File: src/rtl/ir_fetch_ctrl_pkg.sv
// rtl/ir_fetch_ctrl_pkg.sv - timing-state encoding and opcode constants shared by the IR fetch controller
package ir_fetch_ctrl_pkg;

    typedef enum logic [2:0] {
        T0 = 3'd0,
        T1 = 3'd1,
        T2 = 3'd2,
        T3 = 3'd3,
        T4 = 3'd4,
        T5 = 3'd5,
        T6 = 3'd6
    } tstate_e;

    localparam logic [7:0] OPC_BRK = 8'h00;

    // Jam opcodes are x2 except 82/A2/C2/E2; bit n of the mask marks high nibble n.
    localparam logic [3:0]  JAM_LO_NIBBLE = 4'h2;
    localparam logic [15:0] JAM_HI_MASK   = 16'hAAFF;

    function automatic logic is_jam_opc(input logic [7:0] opc);
        return (opc[3:0] == JAM_LO_NIBBLE) && JAM_HI_MASK[opc[7:4]];
    endfunction

endpackage

File: src/rtl/ir_fetch_ctrl_if.sv
// rtl/ir_fetch_ctrl_if.sv - predecode/random-logic side bundle of the IR fetch controller
interface ir_fetch_ctrl_if;

    logic [7:0] n_PD;
    logic       n_IMPLIED;
    logic       n_TWOCYCLE;
    logic       RDY;
    logic       INT_REQ;
    logic       ENDX;

    logic       Z_IR;
    logic [7:0] IR;
    logic [2:0] TSTATE;
    logic       SYNC;
    logic       PC_INC;
    logic       JAMMED;

    modport master (
        output n_PD, n_IMPLIED, n_TWOCYCLE, RDY, INT_REQ, ENDX,
        input  Z_IR, IR, TSTATE, SYNC, PC_INC, JAMMED
    );

    modport slave (
        input  n_PD, n_IMPLIED, n_TWOCYCLE, RDY, INT_REQ, ENDX,
        output Z_IR, IR, TSTATE, SYNC, PC_INC, JAMMED
    );

endinterface

File: src/rtl/ir_tcount.sv
// rtl/ir_tcount.sv - T0..T6 timing counter with ENDX/T6 termination and stall
module ir_tcount
    import ir_fetch_ctrl_pkg::*;
(
    input  logic       clk,
    input  logic       rst_n,
    input  logic       adv,
    input  logic       endx,
    input  logic       two_cycle,
    output logic [2:0] tstate
);

    always_ff @(posedge clk or negedge rst_n) begin
        if (!rst_n) begin
            tstate <= T1;
        end else if (adv) begin
            case (tstate)
                T0:             tstate <= T1;
                T1:             tstate <= two_cycle ? T0 : T2;
                T2, T3, T4, T5: tstate <= endx ? T0 : tstate + 3'd1;
                T6:             tstate <= T0;
                default:        tstate <= T1;
            endcase
        end
    end

endmodule

File: src/rtl/ir_fetch_ctrl.sv
// rtl/ir_fetch_ctrl.sv - instruction register, interrupt BRK injection and fetch timing
// Optional KIL/jam halt support is compiled in with IR_FETCH_KIL_EN.
module ir_fetch_ctrl
    import ir_fetch_ctrl_pkg::*;
(
    input  logic           PHI2,
    input  logic           n_RES,
    ir_fetch_ctrl_if.slave bus
);

    logic [7:0] pd;
    logic [7:0] ir;
    logic [2:0] tstate;
    logic       z_ir;
    logic       impl_q;
    logic       jammed;
    logic       jam_hit;
    logic       fetch;
    logic       two_cycle;

    assign pd    = ~bus.n_PD;
    assign fetch = bus.RDY && (tstate == T1) && !jammed;

`ifdef IR_FETCH_KIL_EN
    assign jam_hit = fetch && !z_ir && is_jam_opc(pd);

    always_ff @(posedge PHI2 or negedge n_RES) begin
        if (!n_RES) begin
            jammed <= 1'b0;
        end else if (jam_hit) begin
            jammed <= 1'b1;
        end
    end
`else
    assign jam_hit = 1'b0;
    assign jammed  = 1'b0;
`endif

    // An injected BRK is never two-cycle, and a jam must land on T2 to freeze there.
    assign two_cycle = !bus.n_TWOCYCLE && !z_ir && !jam_hit;

    ir_tcount u_tcount (
        .clk       (PHI2),
        .rst_n     (n_RES),
        .adv       (bus.RDY && !jammed),
        .endx      (bus.ENDX),
        .two_cycle (two_cycle),
        .tstate    (tstate)
    );

    always_ff @(posedge PHI2 or negedge n_RES) begin
        if (!n_RES) begin
            ir     <= OPC_BRK;
            z_ir   <= 1'b1;
            impl_q <= 1'b0;
        end else if (fetch) begin
            ir     <= z_ir ? OPC_BRK : pd;
            impl_q <= !bus.n_IMPLIED;
            z_ir   <= 1'b0;
        end else if (bus.RDY && (tstate == T0) && bus.INT_REQ && !jammed) begin
            z_ir   <= 1'b1;
        end
    end

    assign bus.IR     = ir;
    assign bus.TSTATE = tstate;
    assign bus.SYNC   = (tstate == T1);
    assign bus.Z_IR   = z_ir;
    assign bus.JAMMED = jammed;
    assign bus.PC_INC = !jammed && !z_ir &&
                        ((tstate == T1) || ((tstate == T2) && !impl_q));

endmodule

File: src/flat_wrapper.sv
// flat-port wrapper written by rule: the top's interface ports become plain ports
module ir_fetch_ctrl_flat import ir_fetch_ctrl_pkg::*;
  (PHI2, n_RES, bus_n_PD, bus_n_IMPLIED, bus_n_TWOCYCLE, bus_RDY, bus_INT_REQ, bus_ENDX, bus_Z_IR, bus_IR, bus_TSTATE, bus_SYNC, bus_PC_INC, bus_JAMMED);
  ir_fetch_ctrl_if bus_i ();
  input  logic PHI2;
  input  logic n_RES;
  input wire logic [$bits(bus_i.n_PD)-1:0] bus_n_PD;
  input wire logic [$bits(bus_i.n_IMPLIED)-1:0] bus_n_IMPLIED;
  input wire logic [$bits(bus_i.n_TWOCYCLE)-1:0] bus_n_TWOCYCLE;
  input wire logic [$bits(bus_i.RDY)-1:0] bus_RDY;
  input wire logic [$bits(bus_i.INT_REQ)-1:0] bus_INT_REQ;
  input wire logic [$bits(bus_i.ENDX)-1:0] bus_ENDX;
  output wire logic [$bits(bus_i.Z_IR)-1:0] bus_Z_IR;
  output wire logic [$bits(bus_i.IR)-1:0] bus_IR;
  output wire logic [$bits(bus_i.TSTATE)-1:0] bus_TSTATE;
  output wire logic [$bits(bus_i.SYNC)-1:0] bus_SYNC;
  output wire logic [$bits(bus_i.PC_INC)-1:0] bus_PC_INC;
  output wire logic [$bits(bus_i.JAMMED)-1:0] bus_JAMMED;
  assign bus_i.n_PD = bus_n_PD;
  assign bus_i.n_IMPLIED = bus_n_IMPLIED;
  assign bus_i.n_TWOCYCLE = bus_n_TWOCYCLE;
  assign bus_i.RDY = bus_RDY;
  assign bus_i.INT_REQ = bus_INT_REQ;
  assign bus_i.ENDX = bus_ENDX;
  assign bus_Z_IR = bus_i.Z_IR;
  assign bus_IR = bus_i.IR;
  assign bus_TSTATE = bus_i.TSTATE;
  assign bus_SYNC = bus_i.SYNC;
  assign bus_PC_INC = bus_i.PC_INC;
  assign bus_JAMMED = bus_i.JAMMED;
  ir_fetch_ctrl u_core (.PHI2(PHI2), .n_RES(n_RES), .bus(bus_i));
endmodule
File: config.mk
export PLATFORM = sky130hd
export DESIGN_NAME = ir_fetch_ctrl_flat
export DESIGN_NICKNAME = d
export VERILOG_FILES = /design/src/rtl/ir_fetch_ctrl_pkg.sv /design/src/rtl/ir_fetch_ctrl_if.sv /design/src/rtl/ir_tcount.sv /design/src/rtl/ir_fetch_ctrl.sv /design/src/flat_wrapper.sv
export SDC_FILE = /design/constraint.sdc
export NUM_CORES = 1
export LEC_CHECK = 0
export CORE_ASPECT_RATIO = 0.9
export CORE_MARGIN = 3
export CORE_UTILIZATION = 43
export CTS_CLUSTER_DIAMETER = 120
export DETAILED_ROUTE_END_ITERATION = 6
export HOLD_SLACK_MARGIN = 0.05
export PLACE_DENSITY_LB_ADDON = 0.05
export SYNTH_ARGS = -nofsm -noshare
export SYNTH_HDL_FRONTEND = slang
export SYNTH_SLANG_ARGS = --single-unit
File: constraint.sdc
create_clock -name PHI2 -period 2.6 [get_ports PHI2]
set_input_delay 0.78 -clock PHI2 [delete_from_list [all_inputs] [get_ports PHI2]]
set_output_delay 0.78 -clock PHI2 [all_outputs]
set_load 0.01 [all_outputs]
==> metrics, run 1 <==
post-synthesis mux area share=0.0148; CP required=1.82 ns; Final Hold Viols=0; TNS Setup=0 ns; P per Cell Area=around 1100 nW/µm²; Clock Path Buffers=2; Relative slew margins=0.593; setup violators final=0; Net count, final=116; Post-Synthesis Cells=roughly 70; Clock Latency Late Sink=0.28 ns; CTS Root Cell=clkbuf_4; Die Wd=47.8 µm; P_leak=0.441 nW; Final min period=2.46 ns; complex-gate fraction of the synthesized area=0.170; Arrival @ worst endpoint=1.68 ns; layout cell share with drive strength beyond 1=0.0833; CP max FO=5; largest family of logic cells by synthesized area=simple AND/OR/NAND/NOR gates; commonest non-fill, non-tap cell in the layout=clkdlybuf4s50_1; HP Class=reg2reg; DRC=0; register area share after synthesis=0.484; Peak Freq=around 410 MHz; worst slew pin tran=0.609 ns; Final Max Slew Viols=0; peak supply drop=0.832 mV; startpoint types=flop; die span in y=43.6 µm; hpwl dp=1100 µm; vias in the first global route=between 500 and 600; diode count=0; Yosys reg bits=13; first-pass GRT wire length=2590 µm; fillers=103; post-DR wirelength/cell=15.0 µm; Synth area leaders=dfrtp_1 41%, o31ai_1 8.9%, dfstp_2 7.8%, ha_1 7.4%, nand2_1 5.0%; Rows=12; Adder-Cell Fraction of Synth Area=0.0739; status=finished, final reports clean; Vias=572; xor-xnor portion of the synthesized cell area=0; Crit Path Category=reg2out; Starting Density=0.501; Yosys warnings=0; total congestion overflow=0; CTS H-tree lvls=1; Cell Area, Synth=between 600 and 700 µm²; RSZ-0062 raised after global routing=false; cts hold-fix bufs=0; Final ANT Viol Nets=0; DRT Pass-1 Iters=4; clk slew on worst S/H paths=~0.08 ns; Tcrit/Tclk final=0.944; CP endpoint kind=output port; Synth top area share=0.407; Initial DRC Count=5; Ports=30; area leader, netlist=dfrtp_1; Port Buffer Count=28; Placer Congestion=0.864; vias per inst=5.20; CTS tree=done; GRT Resource Usage Total=0.177; clk_skew=between 0.0009 and 0.001 ns; Yosys cell types=28; commonest cells after routing, fill and taps aside=26 x clkdlybuf4s50_1, 11 x dfrtp_1, 9 x nand2_1, 8 x o31ai_1, 6 x inv_1; fraction of the mapped netlist area in simple logic gates=0.179; Finished Core Util=0.734; Mean Syn Cell Area=9.95 µm²; Layout area overhead=46.6%; CTS buffer count=3; clock sink count=13; net count after synthesis=87; Total Power=1.13 mW; largest net degree at the start of global routing=20; full die area=2090 µm²; final wirelength=1650 µm; core box area=1350 µm²; Max Cap Violations=0; initial antenna violation count=0
[stage by stage]
step | setup slack (ns) | hold slack (ns) | instance area [µm²] | instances
after CTS | 0.141 | 0.483 | 992 | 110
after floorplan | 0.659 | 0.450 | 677 | 68
after global placement | 0.169 | 0.458 | 948 | 105
final | 0.144 | 0.476 | 992 | 110
after detailed placement | 0.130 | 0.465 | 948 | 105
after global routing | 0.0505 | 0.498 | 992 | 110
[layout make-up]
cell class | instances | area [µm²] | share of cell area
inverters | 6 | 22.5 | 0.0227
flip-flops and latches | 13 | 328 | 0.330
repair buffers | 29 | 285 | 0.288
well taps | 14 | 17.5 | 0.0177
clock buffers | 4 | 26.3 | 0.0265
multi-input cells | 44 | 313 | 0.315
[worst paths after layout]
| kind | from | to | slack (ns) | cells past startpoint |
|---|---|---|---|---|
| setup / recovery | u_core.u_tcount.tstate[0] | bus_PC_INC | 0.14 | 5 |
| hold / removal | u_core.bus.IR[2] | u_core.bus.IR[2] | 0.48 | 2 |
| setup reg to reg | u_core.u_tcount.tstate[1] | u_core.u_tcount.tstate[0] | 0.85 | 5 |
| hold reg to reg | u_core.bus.IR[2] | u_core.bus.IR[2] | 0.48 | 2 |
| max in group asynchronous | n_RES | u_core.impl_q | 1.33 | 1 |
| min in group asynchronous | n_RES | u_core.u_tcount.tstate[2] | 0.88 | 1 |
[flip-flops by register name (all words and copies together), names as in the netlist]
signal                  count
u_core.bus.IR               8
u_core.bus.Z_IR             1
u_core.u_tcount.tstate      3
u_core.impl_q               1
[layer usage]
layer  vias up  wire length [µm]  global-route usage
met1       257               728               0.232
li1        292                 -                   -
met3         2               106              0.0664
met4         0                 8              0.0323
met2        21               804               0.277
met5         -                 0                   0
[cells by family (layout without fill, tap and decap cells)]
kind of cell             count (synthesis)  in the layout
multiplexers                             1              1
other                                    1              1
flip-flops                              13             13
AO/OA/AOI/OAI                           16             16
adder cells (fa/ha/maj)                  4              4
AND/OR/NAND/NOR                         22             22
buffers and inverters                   11             39
[report_power, final]
part,switching [mW],internal [mW],leakage (nW)
clock,0.0662,0.0596,0.0150
combinational,0.286,0.326,0.264
sequential,0.0891,0.303,0.161
total,0.442,0.688,0.441
[synthesized netlist by cell type]
library cell	number
dfrtp_1	11
nand2_1	9
o31ai_1	8
inv_1	6
ha_1	4
buf_2	3
dfstp_2	2
nand2b_1	2
nor2_1	2
nor3_1	2
o21ai_0	2
a211oi_1	1
a21oi_1	1
a31oi_1	1
and4b_1	1
buf_4	1
clkbuf_1	1
conb_1	1
mux2i_1	1
nand3_1	1
nand3b_2	1
nand4b_1	1
nor3b_1	1
o2111ai_1	1
o21a_1	1
o32a_1	1
or2b_1	1
or4_1	1
[critical path, stage by stage (launching register included)]
cell	delay [ns]
dfstp_2	0.59
inv_1	0.08
ha_1	0.24
a21oi_1	0.13
nor3_1	0.06
dlygate4sd2_1	0.30
[timing repair]
action / 4_1_cts / 5_1_grt
resized for setup: 4 / 0
endpoints found under the hold margin: 0 / 0
endpoints found under the setup margin: 2 / 0
setup buffers: 1 / 0
(Power assumes the default switching activity.)
==> inputs of run 2 (changes only) <==
--- a/config.mk
+++ b/config.mk
@@ -11,7 +11,7 @@
 export CTS_CLUSTER_DIAMETER = 120
 export DETAILED_ROUTE_END_ITERATION = 6
 export HOLD_SLACK_MARGIN = 0.05
-export PLACE_DENSITY_LB_ADDON = 0.05
+export PLACE_DENSITY_LB_ADDON = 0.08
 export SYNTH_ARGS = -nofsm -noshare
 export SYNTH_HDL_FRONTEND = slang
 export SYNTH_SLANG_ARGS = --single-unit
==> constraint.sdc (replaced) <==
create_clock -name PHI2 -period 2.6 [get_ports PHI2]
set_input_delay 0.26 -clock PHI2 [delete_from_list [all_inputs] [get_ports PHI2]]
set_output_delay 0.26 -clock PHI2 [all_outputs]
set_load 0.01 [all_outputs]
==> run 2 against run 1 <==
Cell count fell by 0.91%. Global-route usage fell by 0.11 points. First-iteration DRC count rose by 100%. Clock skew rose by 0.0013 ns. Sequential share of layout area rose by 0.59 points. Largest cell class unchanged. Core utilization fell by 1.3 points. Clock-buffer cell count did not move. Design area fell by 1.8%. Combinational power fell by 2%.
==> metrics, run 2 (synthesis gave the netlist of run 1 again) <==
setup violators final=0; R2R Path Start=u_core.u_tcount.tstate[0]; Arrival @ worst endpoint=2.00 ns; Rows=12; vias in the first global route=601; footprint of the multi-input gates=300 µm²; HP Class=in2async; Post-CTS Resized=0; die span in y=approximately 44 µm; Finished Core Util=0.721; Crit Path Category=reg2out; diode count=0; area post-placement=approximately 950 µm²; Final ANT Viol Nets=0; core box area=1350 µm²; status=finished, final reports clean; commonest non-fill, non-tap cell in the layout=clkdlybuf4s50_1; Max Cap Violations=0; clock sink count=13; Tcrit/Tclk final=0.871; CTS Root Cell=clkbuf_4; vias per inst=about 5.3; number of flip-flops under the largest register name=8; Clock Latency Late Sink=0.27 ns; Final Hold Slack=0.351 ns; total congestion overflow=0; CTS buffer count=3; layout cell share with drive strength beyond 1=0.0632; CP endpoint kind=output port; Clock Path Buffers=2; fillers=92; Setup Fix Bufs, Post-CTS=0; worst slew pin tran=0.579 ns; commonest cells after routing, fill and taps aside=28 x clkdlybuf4s50_1, 11 x dfrtp_1, 9 x nand2_1, 8 x o31ai_1, 6 x inv_1; TNS Setup=0 ns; Vias=~570; clk_skew=0.00216 ns; DRC=0; Final Max Slew Viols=0; CP max FO=6; full die area=2090 µm²; DRT Pass-1 Iters=4; Final WS setup=0.335 ns; Final Cell Area=975 µm²; Net count, final=115; P per Cell Area=about 1100 nW/µm²; first-pass GRT wire length=roughly 2600 µm; post-DR wirelength/cell=14.5 µm; CTS tree=done; post-placement cell count=105; cts hold-fix bufs=0; peak supply drop=0.613 mV; P_leak=0.431 nW; GRT Resource Usage Total=0.175; clk slew on worst S/H paths=0.08 ns; CTS H-tree lvls=1; hpwl dp=1190 µm; Final min period=2.26 ns; Post-Place Worst Slack=0.650 ns; Ports=30; Layout area overhead=44.0%; RR Endpoint=u_core.u_tcount.tstate[0]; Initial DRC Count=10; Port Buffer Count=28; Final Hold Viols=0; largest net degree at the start of global routing=20; FF/Latch Area=328 µm²; final wirelength=1580 µm; CP required=2.34 ns; initial antenna violation count=0; Relative slew margins=0.613; Die Wd=47.8 µm; Worst Reg-to-Reg Cells=4; RSZ-0062 raised after global routing=false; fin cells=between 100 and 150; Peak Freq=approximately 440 MHz; startpoint types=flop; Placer Congestion=~0.85; R2R setup slack=0.87 ns; Starting Density=0.501; Total Power=around 1.1 mW
-- run 2: changes by cell type in the layout (fill, tap and decap cells not counted) --
cell,previous run,this run
dlygate4sd2_1,2,0
buf_4,1,0
ha_1,3,4
ha_4,1,0
clkdlybuf4s50_1,26,28
-- run 2: critical path, stage by stage (launching register included) --
cell and delay (ns):
dfstp_2 0.58, ha_1 0.30, or2b_1 0.27, inv_1 0.06, clkdlybuf4s50_1 0.53
-- run 2: routing by layer --
layer,share of wire,vias to the layer above,global-route usage,wire length (µm)
met3,0.065,2,0.0705,103
met1,0.45,258,0.213,709
met5,0,-,0,0
met2,0.48,22,0.290,754
met4,0.0057,0,0.0323,9
li1,-,291,-,-
-- run 2: worst max path at each step --
stage                                          from                         to  slack [ns]  depth (start not counted)
after floorplan           u_core.u_tcount.tstate[0]  u_core.u_tcount.tstate[0]        1.01                          4
after global placement    u_core.u_tcount.tstate[0]                   bus_SYNC        0.69                          4
after detailed placement  u_core.u_tcount.tstate[0]                   bus_SYNC        0.65                          4
after CTS                 u_core.u_tcount.tstate[0]                   bus_SYNC        0.33                          4
after global routing      u_core.u_tcount.tstate[0]                   bus_SYNC        0.25                          4
final                     u_core.u_tcount.tstate[0]                   bus_SYNC        0.34                          4
-- run 2: area by class of cell --
cell class	instances	share of cell area
Clock buffer	4	0.0270
Inverter	6	0.0231
Tap cell	14	0.0180
Multi-Input combinational cell	44	0.308
Sequential cell	13	0.336
Timing Repair Buffer	28	0.288
-- run 2: power by group --
part / switching (mW) / internal (mW)
combinational: 0.274 / 0.324
clock: 0.0632 / 0.0595
sequential: 0.0904 / 0.302
total: 0.428 / 0.686
